## src/rtl/cpu_pkg.sv

```systemverilog
// cpu_pkg: opcodes, ALU hold code, sequencer states and instruction field positions
// shared by the control unit and the ALU.
package cpu_pkg;
    localparam logic [3:0] OP_ADD  = 4'h0;
    localparam logic [3:0] OP_SUB  = 4'h1;
    localparam logic [3:0] OP_SHL  = 4'h2;
    localparam logic [3:0] OP_SHR  = 4'h3;
    localparam logic [3:0] OP_MOV  = 4'h4;
    localparam logic [3:0] OP_LDI  = 4'h5;
    localparam logic [3:0] OP_JMP  = 4'h6;
    localparam logic [3:0] OP_JZ   = 4'h7;
    localparam logic [3:0] OP_JC   = 4'h8;
    localparam logic [3:0] OP_JN   = 4'h9;
    localparam logic [3:0] OP_HALT = 4'hF;

    localparam logic [3:0] ALU_HOLD = 4'hF;

    localparam int OPC_LSB = 12;
    localparam int RD_LSB  = 10;
    localparam int RS_LSB  = 8;
    localparam int IMM_LSB = 0;

    typedef enum logic [2:0] {S_FETCH, S_DECODE, S_EXEC, S_WB, S_HALT} state_t;

    function automatic logic is_alu(input logic [3:0] op);
        return op <= OP_MOV;
    endfunction
endpackage

```

## src/rtl/branch_eval.sv

```systemverilog
// branch_eval: decides whether a conditional jump is taken from the latched Z/C/N flags.
module branch_eval
    import cpu_pkg::*;
(
    input  logic [3:0] i_opcode,
    input  logic       i_z,
    input  logic       i_c,
    input  logic       i_n,
    output logic       o_take_branch
);
    assign o_take_branch = (i_opcode == OP_JZ && i_z) ||
                           (i_opcode == OP_JC && i_c) ||
                           (i_opcode == OP_JN && i_n);
endmodule

```

## src/rtl/control_unit.sv

```systemverilog
// control_unit: multi-cycle FETCH/DECODE/EXEC/WB sequencer issuing ALU ops,
// register-file writes and flag-based jumps.
module control_unit
    import cpu_pkg::*;
#(
    parameter int PC_WIDTH = 8
) (
    input  logic                clk,
    input  logic                rst_n,
    input  logic [15:0]         instr,
    input  logic                zero_flag,
    input  logic                carrier_flag,
    input  logic                negative_flag,
    output logic [PC_WIDTH-1:0] pc,
    output logic [3:0]          alu_op,
    output logic [1:0]          ra_addr,
    output logic [1:0]          rb_addr,
    output logic [1:0]          wb_addr,
    output logic                reg_we,
    output logic                wb_sel,
    output logic [7:0]          imm,
    output logic                halted
);
    state_t              r_state;
    logic [15:0]         r_ir;
    logic [PC_WIDTH-1:0] r_pc;
    logic [3:0]          r_alu_op;
    logic                r_z, r_c, r_n, r_reg_we, r_halted;
    logic [3:0]          w_op;
    logic [PC_WIDTH-1:0] w_pc_inc, w_target;
    logic                w_take;

    assign w_op     = r_ir[OPC_LSB +: 4];
    assign w_pc_inc = r_pc + PC_WIDTH'(1);
    assign w_target = PC_WIDTH'(r_ir[IMM_LSB +: 8]);

    branch_eval u_branch (
        .i_opcode      (w_op),
        .i_z           (r_z),
        .i_c           (r_c),
        .i_n           (r_n),
        .o_take_branch (w_take)
    );

    always_ff @(posedge clk) begin
        if (!rst_n) begin
            r_state  <= S_FETCH;
            r_pc     <= '0;
            r_ir     <= '0;
            r_z      <= 1'b0;
            r_c      <= 1'b0;
            r_n      <= 1'b0;
            r_alu_op <= ALU_HOLD;
            r_reg_we <= 1'b0;
            r_halted <= 1'b0;
        end else begin
            case (r_state)
                S_FETCH: begin
                    r_ir    <= instr;
                    r_state <= S_DECODE;
                end
                S_DECODE: begin
                    if (is_alu(w_op)) begin
                        r_state  <= S_EXEC;
                        r_alu_op <= w_op;
                    end else if (w_op == OP_LDI) begin
                        r_state  <= S_WB;
                        r_reg_we <= 1'b1;
                    end else if (w_op == OP_HALT) begin
                        r_state  <= S_HALT;
                        r_halted <= 1'b1;
                    end else begin
                        r_state <= S_FETCH;
                        r_pc    <= (w_op == OP_JMP || w_take) ? w_target : w_pc_inc;
                    end
                end
                S_EXEC: begin
                    r_state  <= S_WB;
                    r_alu_op <= ALU_HOLD;
                    r_reg_we <= 1'b1;
                end
                S_WB: begin
                    // ALU result and flags are stable here because alu_op is back to hold
                    if (is_alu(w_op)) begin
                        r_z <= zero_flag;
                        r_c <= carrier_flag;
                        r_n <= negative_flag;
                    end
                    r_pc     <= w_pc_inc;
                    r_reg_we <= 1'b0;
                    r_state  <= S_FETCH;
                end
                default: r_state <= S_HALT;
            endcase
        end
    end

    // Gating with rst_n keeps a WB write from landing on the same edge as a reset.
    assign reg_we  = r_reg_we & rst_n;
    assign pc      = r_pc;
    assign alu_op  = r_alu_op;
    assign halted  = r_halted;
    assign ra_addr = r_ir[RD_LSB +: 2];
    assign rb_addr = r_ir[RS_LSB +: 2];
    assign wb_addr = r_ir[RD_LSB +: 2];
    assign wb_sel  = (w_op == OP_LDI);
    assign imm     = r_ir[IMM_LSB +: 8];
endmodule

```

## config.mk

```make
export PLATFORM = sky130hd
export DESIGN_NAME = control_unit
export DESIGN_NICKNAME = d
export VERILOG_FILES = /design/src/rtl/cpu_pkg.sv /design/src/rtl/branch_eval.sv /design/src/rtl/control_unit.sv
export SDC_FILE = /design/constraint.sdc
export NUM_CORES = 1
export LEC_CHECK = 0
export BUFFER_PORTS_ARGS = -buffer_cell sky130_fd_sc_hd__buf_2
export CORE_UTILIZATION = 30
export CTS_CLUSTER_DIAMETER = 50
export DETAILED_ROUTE_END_ITERATION = 10
export GPL_TIMING_DRIVEN = 0
export PLACE_DENSITY = 0.55
export SLEW_MARGIN = 10
export SYNTH_ARGS = -nofsm -noshare
export SYNTH_HDL_FRONTEND = slang
export SYNTH_SLANG_ARGS = --single-unit
export TNS_END_PERCENT = 5
```

## constraint.sdc

```tcl
create_clock -name clk -period 2.4 [get_ports clk]
set_clock_uncertainty 0.15 [all_clocks]
set_input_delay 0.48 -clock clk [delete_from_list [all_inputs] [get_ports clk]]
set_output_delay 0.48 -clock clk [all_outputs]
set_load 0.01 [all_outputs]
```

==> out/qor.txt, run 1 <==
net count after synthesis - 245
Max transition margin - 39.4%
Synth top area share - 39.0%
Worst Hold End - r_ir[11]
Final Non-Filler Cells - 355
Peak VDD IR - 0.245 mV
Post-CTS Setup Bufs - 0
Post-synth top flop - dfxtp_1
die area - 0.00647 mm²
Final setup viols - 0
post-synthesis register bit count - 36
CP max stage cell - nor4bb_1
Critical Path Max Stage Delay - 0.57 ns
cts hold-fix bufs - 0
max cap viols - 0
layout cells sized above 1 - 29.3%
grt ovf - 0
Yosys top cell by area - dfxtp_1
die width - 80.5 µm
CTS root buffer - clkbuf_8
Crit. End Element - primary output
gr usage total - 15.9%
gpl congestion - 0.795
Lkg Pwr - 0.929 nW
most frequent CP cell - buf_2
Hold Crit Class - input pin to flip-flop
Area Growth Syn to Fin - 23.2%
critical path, cell by cell - buf_2 > nor4bb_1 > buf_2
worst path buffer plus inverter count - 2
number of global-route vias before repair - 1,597
number of buffers created by CTS - 5
status - complete, no violations
drt total wl - 4.72 mm
Die H - 80.5 µm
first-pass GRT wire length - 7.80 mm
actual slew at the worst max-slew pin - 0.902 ns
Max Slew Vio Count - 0
via count - 1,777
core area - 0.00592 mm²
Mapped Area - 0.00185 mm²
register area share after synthesis - 39.0%
Req. time, crit path - 1.77 ns
Crit path max-delay family - simple AND/OR/NAND/NOR gates
most common cell in the netlist - nand2_1
IO Pins - 50
top cells by count, synth - 43 x nand2_1, 36 x dfxtp_1, 21 x a21oi_1
syn avg cell area - 8.28 µm²
antenna-violating nets left - 0
post-DP HPWL - 3.32 mm
maximum number of pins on one net before global-route repair - 11
Yosys warnings - 0
Post-synth EDFFs - 0
RSZ-0062 raised after global routing - false
Startpoint Class - flip-flop
H-Tree Level Count - 2
Max Fclk - 0.452 GHz
clock sink count - 36
Total Nets Final - 301
CTS tree - yes
post-layout min period - 2.21 ns
Arrival @ worst endpoint - 1.58 ns
Starting Density - 31.2%
synthesized instance count - 223
Worst Hold Launch - instr[11]
antenna violations before repair - 0
Worst Reg-to-Reg Cells - 6
worst setup path class - flip-flop to primary output
Cells on Worst Hold Path - 3
Fin Setup TNS - 0 ns
# rows - 28
Clk Latency, worst-skew pair - 0.30 ns
cell area power density - 624 mW/mm²
Initial DRT Pass Iterations - 4
ranking of synthesized cells by area - dfxtp_1 39%, nand2_1 8.7%, a21oi_1 5.7%
DRC - 0
Ant. Diodes - 0
Avg Vias per Cell - 5.01
CP max FO - 10
# resized after CTS - 0
r2r endpoint - pc[5]
Final Hold Viols - 0
Iteration-0 DRC Markers - 128
WL/cell - 13.3 µm
fraction of registers with async set/reset - 0%
launch point of the worst reg-to-reg path - r_ir[15]
CTS max path bufs - 2
CTS clock-pin slew for the worst setup and hold paths - 0.07 ns
port bufs - 49
final worst-path cycle share - 92.3%
DP Cell Count - 347
Yosys cell types - 42
r2r setup slk - 0.26 ns
==> through the flow <==
step | util (%) | hold WS, ns | total power, mW | area (µm²) | setup slack (ns)
2_1_floorplan | - | 0.287 | 0.877 | 1850 | 0.647
3_3_place_gp | 36.9 | 0.295 | 0.973 | 2190 | 0.269
3_5_place_dp | 36.9 | 0.303 | 0.973 | 2190 | 0.271
4_1_cts | 38.4 | 0.258 | 1.43 | 2280 | 0.180
5_1_grt | 38.4 | 0.261 | 1.50 | 2280 | 0.0551
6_report | 38.4 | 0.264 | 1.42 | 2280 | 0.185
==> tightest hold or removal path, cell delays in order <==
cell     delay, ns
buf_2         0.09
nand2_1       0.04
a21oi_1       0.05
==> layer usage <==
| metal | GRT usage (%) | share of wire [%] | vias up |
|---|---|---|---|
| met2 | 23.6 | 42 | 56 |
| met3 | 4.55 | 6.6 | 6 |
| li1 | - | - | 902 |
| met4 | 6.61 | 1.7 | 0 |
| met5 | 0 | 0 | - |
| met1 | 21.4 | 50 | 813 |
==> worst max path at each step <==
stage,endpoint,cells past startpoint,from
after global routing,r_ir[14],5,r_state[1]
after CTS,wb_sel,3,r_ir[15]
after floorplan,pc[5],6,r_ir[15]
final,wb_sel,3,r_ir[15]
after detailed placement,r_ir[10],5,r_state[2]
after global placement,r_ir[13],5,r_state[2]
==> area by class of cell <==
type                            instances  area [µm²]
Fill cell                             610        3640
Multi-Input combinational cell        151         906
Sequential cell                        36         721
Timing Repair Buffer                   49         245
Buffer                                 30         198
Tap cell                               75        93.8
Clock buffer                            8        90.1
Inverter                                6        22.5
==> logic make-up (layout without fill, tap and decap cells) <==
| family | after synthesis | count (layout) | share of synthesized area (%) |
|---|---|---|---|
| adders and majority gates | 1 | 1 | 0.677 |
| muxes | 7 | 7 | 3.79 |
| and+or+nand+nor | 83 | 83 | 22.8 |
| DFF | 36 | 36 | 39.0 |
| buffers and inverters | 36 | 93 | 11.9 |
| AOI/OAI and AO/OA | 60 | 60 | 21.8 |
==> flip-flops by register name, indices dropped and copies added, names as in the netlist <==
signal,count
alu_op,4
halted,1
pc,8
r_c,1
r_ir,16
r_n,1
r_reg_we,1
r_state,3
r_z,1
==> report_power, final <==
part           switching [mW]  internal [mW]
Sequential             0.0356          0.641
Combinational           0.157          0.126
Clock                   0.225          0.234
Total                   0.418           1.00
==> cell usage in the layout (no fill, tap or decap), types with 2 or more instances in the layout <==
cell type | Yosys | layout
a2111oi_0 | 5 | 5
a211o_1 | 2 | 2
a211oi_1 | 2 | 2
a211oi_2 | 2 | 2
a21oi_1 | 21 | 21
a31oi_1 | 8 | 8
a32oi_1 | 2 | 2
and2_1 | 4 | 4
and3_1 | 2 | 2
buf_2 | 2 | 51
buf_4 | 14 | 14
buf_6 | 4 | 4
clkbuf_1 | 9 | 11
clkbuf_8 | 0 | 6
dfxtp_1 | 36 | 36
inv_1 | 6 | 6
mux2i_1 | 7 | 7
nand2_1 | 43 | 43
nand2b_1 | 2 | 2
nand3_1 | 3 | 3
nand4_1 | 6 | 6
nand4b_1 | 2 | 2
nor2_1 | 5 | 5
nor2b_1 | 4 | 4
nor3_1 | 4 | 4
o211ai_1 | 2 | 2
o21ai_0 | 7 | 7
o221ai_1 | 2 | 2
o22ai_1 | 3 | 3
Note: power is estimated with default switching activity, not from simulation.
==> inputs of run 2 (changes only) <==
CAP_MARGIN = 15   (was default)
CORE_UTILIZATION = 50   (was 30)
HOLD_SLACK_MARGIN = 0.05   (was default)
PLACE_DENSITY = 0.81   (was 0.55)
==> out/qor.txt, run 2 (same netlist as run 1, synthesis figures left out) <==
setup slack at placement - 0.335 ns (+0.0642 ns)
dpl cell area - 0.00215 mm² (-1.7%)
clock sink count - 36 (unchanged)
Clk network pwr share - 29.7% (-2.7 points)
Filler cells - 319 (-48%)
layout cells sized above 1 - 29.4% (+0.10 points)
post-DP HPWL - 2.99 mm (-9.9%)
CTS root buffer - clkbuf_8
CP max FO - 10 (unchanged)
Total Nets Final - 301 (unchanged)
Arrival @ worst endpoint - 1.53 ns (-0.05 ns)
Post-CTS Setup Bufs - 0 (unchanged)
Fin Setup TNS - 0 ns (unchanged)
max cap viols - 0 (unchanged)
Initial DRT Pass Iterations - 4 (unchanged)
Peak VDD IR - 0.360 mV (+47%)
Crit. End Element - primary output
grt ovf - 0 (unchanged)
final worst-path cycle share - 89.9% (-2.3 points)
via count - 1,796 (+1.1%)
setup slack after layout - 0.241 ns (+0.0560 ns)
number of global-route vias before repair - 1,551 (-2.9%)
cell area power density - 612 mW/mm² (-1.9%)
actual slew at the worst max-slew pin - 0.865 ns (-0.0372 ns)
Reg power frac - 49.6% (+1.9 points)
DP Cell Count - 318 (-8.4%)
Lkg Pwr - 0.924 nW (-0.48%)
RSZ-0062 raised after global routing - false
Startpoint Class - flip-flop
Final Hold Viols - 0 (unchanged)
CTS clock-pin slew for the worst setup and hold paths - 0.07 ns (about the same)
M1 GR Usage - 29.2% (+7.8 points)
Clk Latency, worst-skew pair - 0.29 ns (about the same)
Ant. Diodes - 0 (unchanged)
commonest cells after routing, fill and taps aside - 51 x buf_2, 43 x nand2_1, 36 x dfxtp_1
global route hottest layer - met2
Req. time, crit path - 1.77 ns (about the same)
die width - 62.8 µm (-22%)
met2 Track Usage GR - 33.4% (+9.9 points)
post-layout min period - 2.16 ns (-0.0560 ns)
antenna-violating nets left - 0 (unchanged)
H-Tree Level Count - 2 (unchanged)
number of buffers created by CTS - 5 (unchanged)
cts hold-fix bufs - 0 (unchanged)
IO Pins - 50 (unchanged)
Min Hold Slack - 0.273 ns (+0.00916 ns)
CTS max path bufs - 2 (unchanged)
Hold Crit Class - input pin to flip-flop
Final setup viols - 0 (unchanged)
NetSw - 0.398 mW (-4.7%)
area of the multi-input gates - 906 µm² (unchanged)
Max Fclk - 0.463 GHz (+2.6%)
core area - 0.00344 mm² (-42%)
Die H - 62.8 µm (-22%)
commonest non-fill, non-tap cell in the layout - buf_2
Starting Density - 53.7% (+22 points)
worst setup path class - flip-flop to primary output
Reg area - 721 µm² (unchanged)
Final Non-Filler Cells - 325 (-8.5%)
final instance area - 0.00223 mm² (-2.1%)
Sw Share - 29.2% (-0.22 points)
DRC - 0 (unchanged)
Max transition margin - 41.9% (+2.5 points)
Area Growth Syn to Fin - 20.6%
die area - 0.00394 mm² (-39%)
# resized after CTS - 0 (unchanged)
Max Slew Vio Count - 0 (unchanged)
max reg flops - 16 (unchanged)
Iteration-0 DRC Markers - 140 (+9.4%)
Avg Vias per Cell - 5.53 (+10%)
drt total wl - 4.20 mm (-11%)
Internal - 0.965 mW (-3.7%)
# rows - 21 (-25%)
port bufs - 49 (unchanged)
antenna violations before repair - 0 (unchanged)
combinational power share - 20.6% (+0.6 points)
largest reg by FF count - r_ir
maximum number of pins on one net before global-route repair - 11 (unchanged)
met3 Use GR - 5.66% (+1.1 points)
CTS tree - yes
status - complete, no violations
WL/cell - 12.9 µm (-2.8%)
gpl congestion - 0.841 (+5.8%)
first-pass GRT wire length - 7.00 mm (-10%)
gr usage total - 22.7% (+6.8 points)
-- run 2: stage by stage --
step           total power [mW]  utilization [%]
6_report                   1.36             64.7
5_1_grt                    1.43             64.7
4_1_cts                    1.37             64.7
3_5_place_dp              0.969             62.5
3_3_place_gp              0.962             62.5
2_1_floorplan             0.877                -
-- run 2: worst paths after layout --
kind | end | depth (start not counted) | start | slack, ns
worst max-delay path | wb_sel | 3 | r_ir[15] | 0.24
worst min-delay path | r_ir[11] | 3 | instr[11] | 0.27
worst max register to register | r_ir[0] | 5 | r_state[2] | 0.32
worst min register to register | r_ir[9] | 2 | r_ir[9] | 0.31
-- run 2: power by group through the flow --
stage / sequential [mW] / clock (mW) / combinational, mW
floorplan: 0.688 / 0 / 0.189
global placement: 0.687 / 0 / 0.275
finish: 0.677 / 0.405 / 0.281
CTS: 0.676 / 0.410 / 0.281
global route: 0.683 / 0.435 / 0.310
detailed placement: 0.689 / 0 / 0.280
-- run 2: cell type report --
cell class              count  area share (%)
well taps                  46            2.58
flip-flops and latches     36            32.4
plain buffers              30            8.88
inverters                   6            1.01
multi-input cells         151            40.7
clock inverters             1           0.225
clock buffers               6            3.26
repair buffers             49            11.0
-- run 2: per-layer routing --
metal,share of wire (%),vias up
li1,-,903
met1,47,809
met2,43,77
met3,7.4,7
met4,2.0,0
met5,0,-
-- run 2: worst max-delay path: stages, from the launching register on --
cell	delay [ns]
dfxtp_1	0.30
buf_2	0.18
nor4bb_1	0.53
buf_2	0.23
==> inputs of run 3 (changes only) <==
CORE_ASPECT_RATIO = 0.6   (was default)
CTS_CLUSTER_SIZE = 12   (was default)
PLACE_DENSITY = 0.77   (was 0.81)
==> out/qor.txt, run 3 (same netlist as run 1, synthesis figures left out) <==
Crit. End Element - primary output
Avg Vias per Cell - 5.59 (+1.2%)
Filler cells - 299 (-6.3%)
antenna violations before repair - 0 (unchanged)
CTS tree - yes
Fin Setup TNS - 0 ns (unchanged)
Ant. Diodes - 0 (unchanged)
max reg flops - 16 (unchanged)
max cap viols - 0 (unchanged)
worst setup path class - flip-flop to primary output
Core Util, Final - 66.8% (+2.1 points)
setup slack after layout - 0.282 ns (+0.0405 ns)
Req. time, crit path - 1.77 ns (about the same)
Max Fclk - 0.472 GHz (+1.9%)
CTS clock-pin slew for the worst setup and hold paths - 0.07 ns (about the same)
core area - 0.00338 mm² (-1.7%)
port bufs - 49 (unchanged)
CTS root buffer - clkbuf_8
area of the multi-input gates - 906 µm² (unchanged)
RSZ-0062 raised after global routing - false
Final Hold Viols - 0 (unchanged)
Hold Crit Class - input pin to flip-flop
Worst Hold End - r_ir[13]
NetSw - 0.427 mW (+7.3%)
maximum number of pins on one net before global-route repair - 13 (+2)
grt ovf - 0 (unchanged)
launch point of the worst reg-to-reg path - r_ir[15]
Min Hold Slack - 0.262 ns (-0.0116 ns)
Max Slew Vio Count - 0 (unchanged)
Reg power frac - 45.1% (-4.5 points)
Internal - 1.07 mW (+11%)
Startpoint Class - flip-flop
number of buffers created by CTS - 5 (unchanged)
Starting Density - 54.6% (+0.93 points)
CP max FO - 10 (unchanged)
die width - 80.5 µm (+28%)
Clk Latency, worst-skew pair - 0.30 ns (about the same)
status - complete, no violations
Die H - 49.1 µm (-22%)
final worst-path cycle share - 88.3% (-1.7 points)
Total Nets Final - 301 (unchanged)
Clk network pwr share - 35.9% (+6.2 points)
drt total wl - 4.54 mm (+8.1%)
total power - 1.50 mW (+10%)
cts hold-fix bufs - 0 (unchanged)
Sw Share - 28.5% (-0.76 points)
combinational power share - 19.0% (-1.6 points)
die area - 0.00395 mm² (+0.20%)
actual slew at the worst max-slew pin - 0.848 ns (-0.0173 ns)
r2r endpoint - pc[5]
Max transition margin - 43.0% (+1.2 points)
DRC - 0 (unchanged)
Area Growth Syn to Fin - 22.4%
# rows - 16 (-24%)
Initial DRT Pass Iterations - 4 (unchanged)
commonest non-fill, non-tap cell in the layout - buf_2
first-pass GRT wire length - 7.49 mm (+7.0%)
setup slack at placement - 0.341 ns (+0.00519 ns)
Cells on Worst Hold Path - 3 (unchanged)
commonest cells after routing, fill and taps aside - 51 x buf_2, 43 x nand2_1, 36 x dfxtp_1
Worst Reg-to-Reg Cells - 6 (+1)
r2r setup slk - 0.29 ns (-0.03 ns)
Lkg Pwr - 0.937 nW (+1.4%)
Arrival @ worst endpoint - 1.49 ns (-0.04 ns)
gpl congestion - 0.841 (about the same)
CTS max path bufs - 2 (unchanged)
largest reg by FF count - r_ir
post-layout min period - 2.12 ns (-0.0405 ns)
antenna-violating nets left - 0 (unchanged)
Peak VDD IR - 0.435 mV (+21%)
post-DP HPWL - 3.21 mm (+7.3%)
number of global-route vias before repair - 1,550 (-0.064%)
via count - 1,818 (+1.2%)
Final setup viols - 0 (unchanged)
# resized after CTS - 0 (unchanged)
WL/cell - 14.0 µm (+8.1%)
Post-CTS Setup Bufs - 0 (unchanged)
layout cells sized above 1 - 30.0% (+0.61 points)
Worst Hold Launch - instr[13]
IO Pins - 50 (unchanged)
gr usage total - 25.7% (+3.0 points)
H-Tree Level Count - 2 (unchanged)
Iteration-0 DRC Markers - 140 (unchanged)
clock sink count - 36 (unchanged)
Reg area - 721 µm² (unchanged)
cell area power density - 665 mW/mm² (+8.6%)
run 3: changes by cell type in the layout (fill, tap and decap cells not counted):
cell,before,now
clkinvlp_4,0,1
clkbuf_1,10,9
bufinv_16,0,1
run 3: cell type report:
class                           count  share of cell area (%)
Clock buffer                        5                    3.05
Timing Repair Buffer               49                    10.9
Buffer                             30                    8.75
Multi-Input combinational cell    151                    40.1
Sequential cell                    36                    31.9
Clock inverter                      3                    1.88
Tap cell                           45                    2.49
Inverter                            6                   0.997
run 3: worst max-delay path by stage:
stage / start / endpoint / slack, ns / cells after the start
5_1_grt: r_state[2] / r_ir[14] / 0.05 / 5
2_1_floorplan: r_ir[15] / pc[5] / 0.65 / 6
3_3_place_gp: r_state[2] / r_ir[1] / 0.37 / 5
3_5_place_dp: r_state[2] / r_ir[14] / 0.34 / 5
4_1_cts: r_ir[15] / wb_sel / 0.26 / 3
6_report: r_ir[15] / wb_sel / 0.28 / 3
run 3: metal layers:
layer / track usage (%) / vias up / part of all wire [%]
li1: - / 904 / -
met1: 38.8 / 830 / 52
met2: 31.5 / 74 / 38
met3: 7.66 / 10 / 7.9
met4: 13.7 / 0 / 2.5
met5: 0 / - / 0
run 3: stage by stage:
step	std cells	instance area, µm²
after floorplan	223	1850
after global placement	317	2150
after detailed placement	317	2150
after CTS	325	2260
after global routing	325	2260
final	325	2260
run 3: worst max-delay path: stages (launching register included):
cell and delay, ns:
dfxtp_1 0.30, buf_2 0.17, nor4bb_1 0.50, buf_2 0.22
run 3: power groups by stage:
stage,clock network (mW),registers (mW),logic [mW]
2_1_floorplan,0,0.688,0.189
3_3_place_gp,0,0.688,0.278
3_5_place_dp,0,0.690,0.282
4_1_cts,0.545,0.677,0.284
5_1_grt,0.585,0.684,0.316
6_report,0.538,0.677,0.286
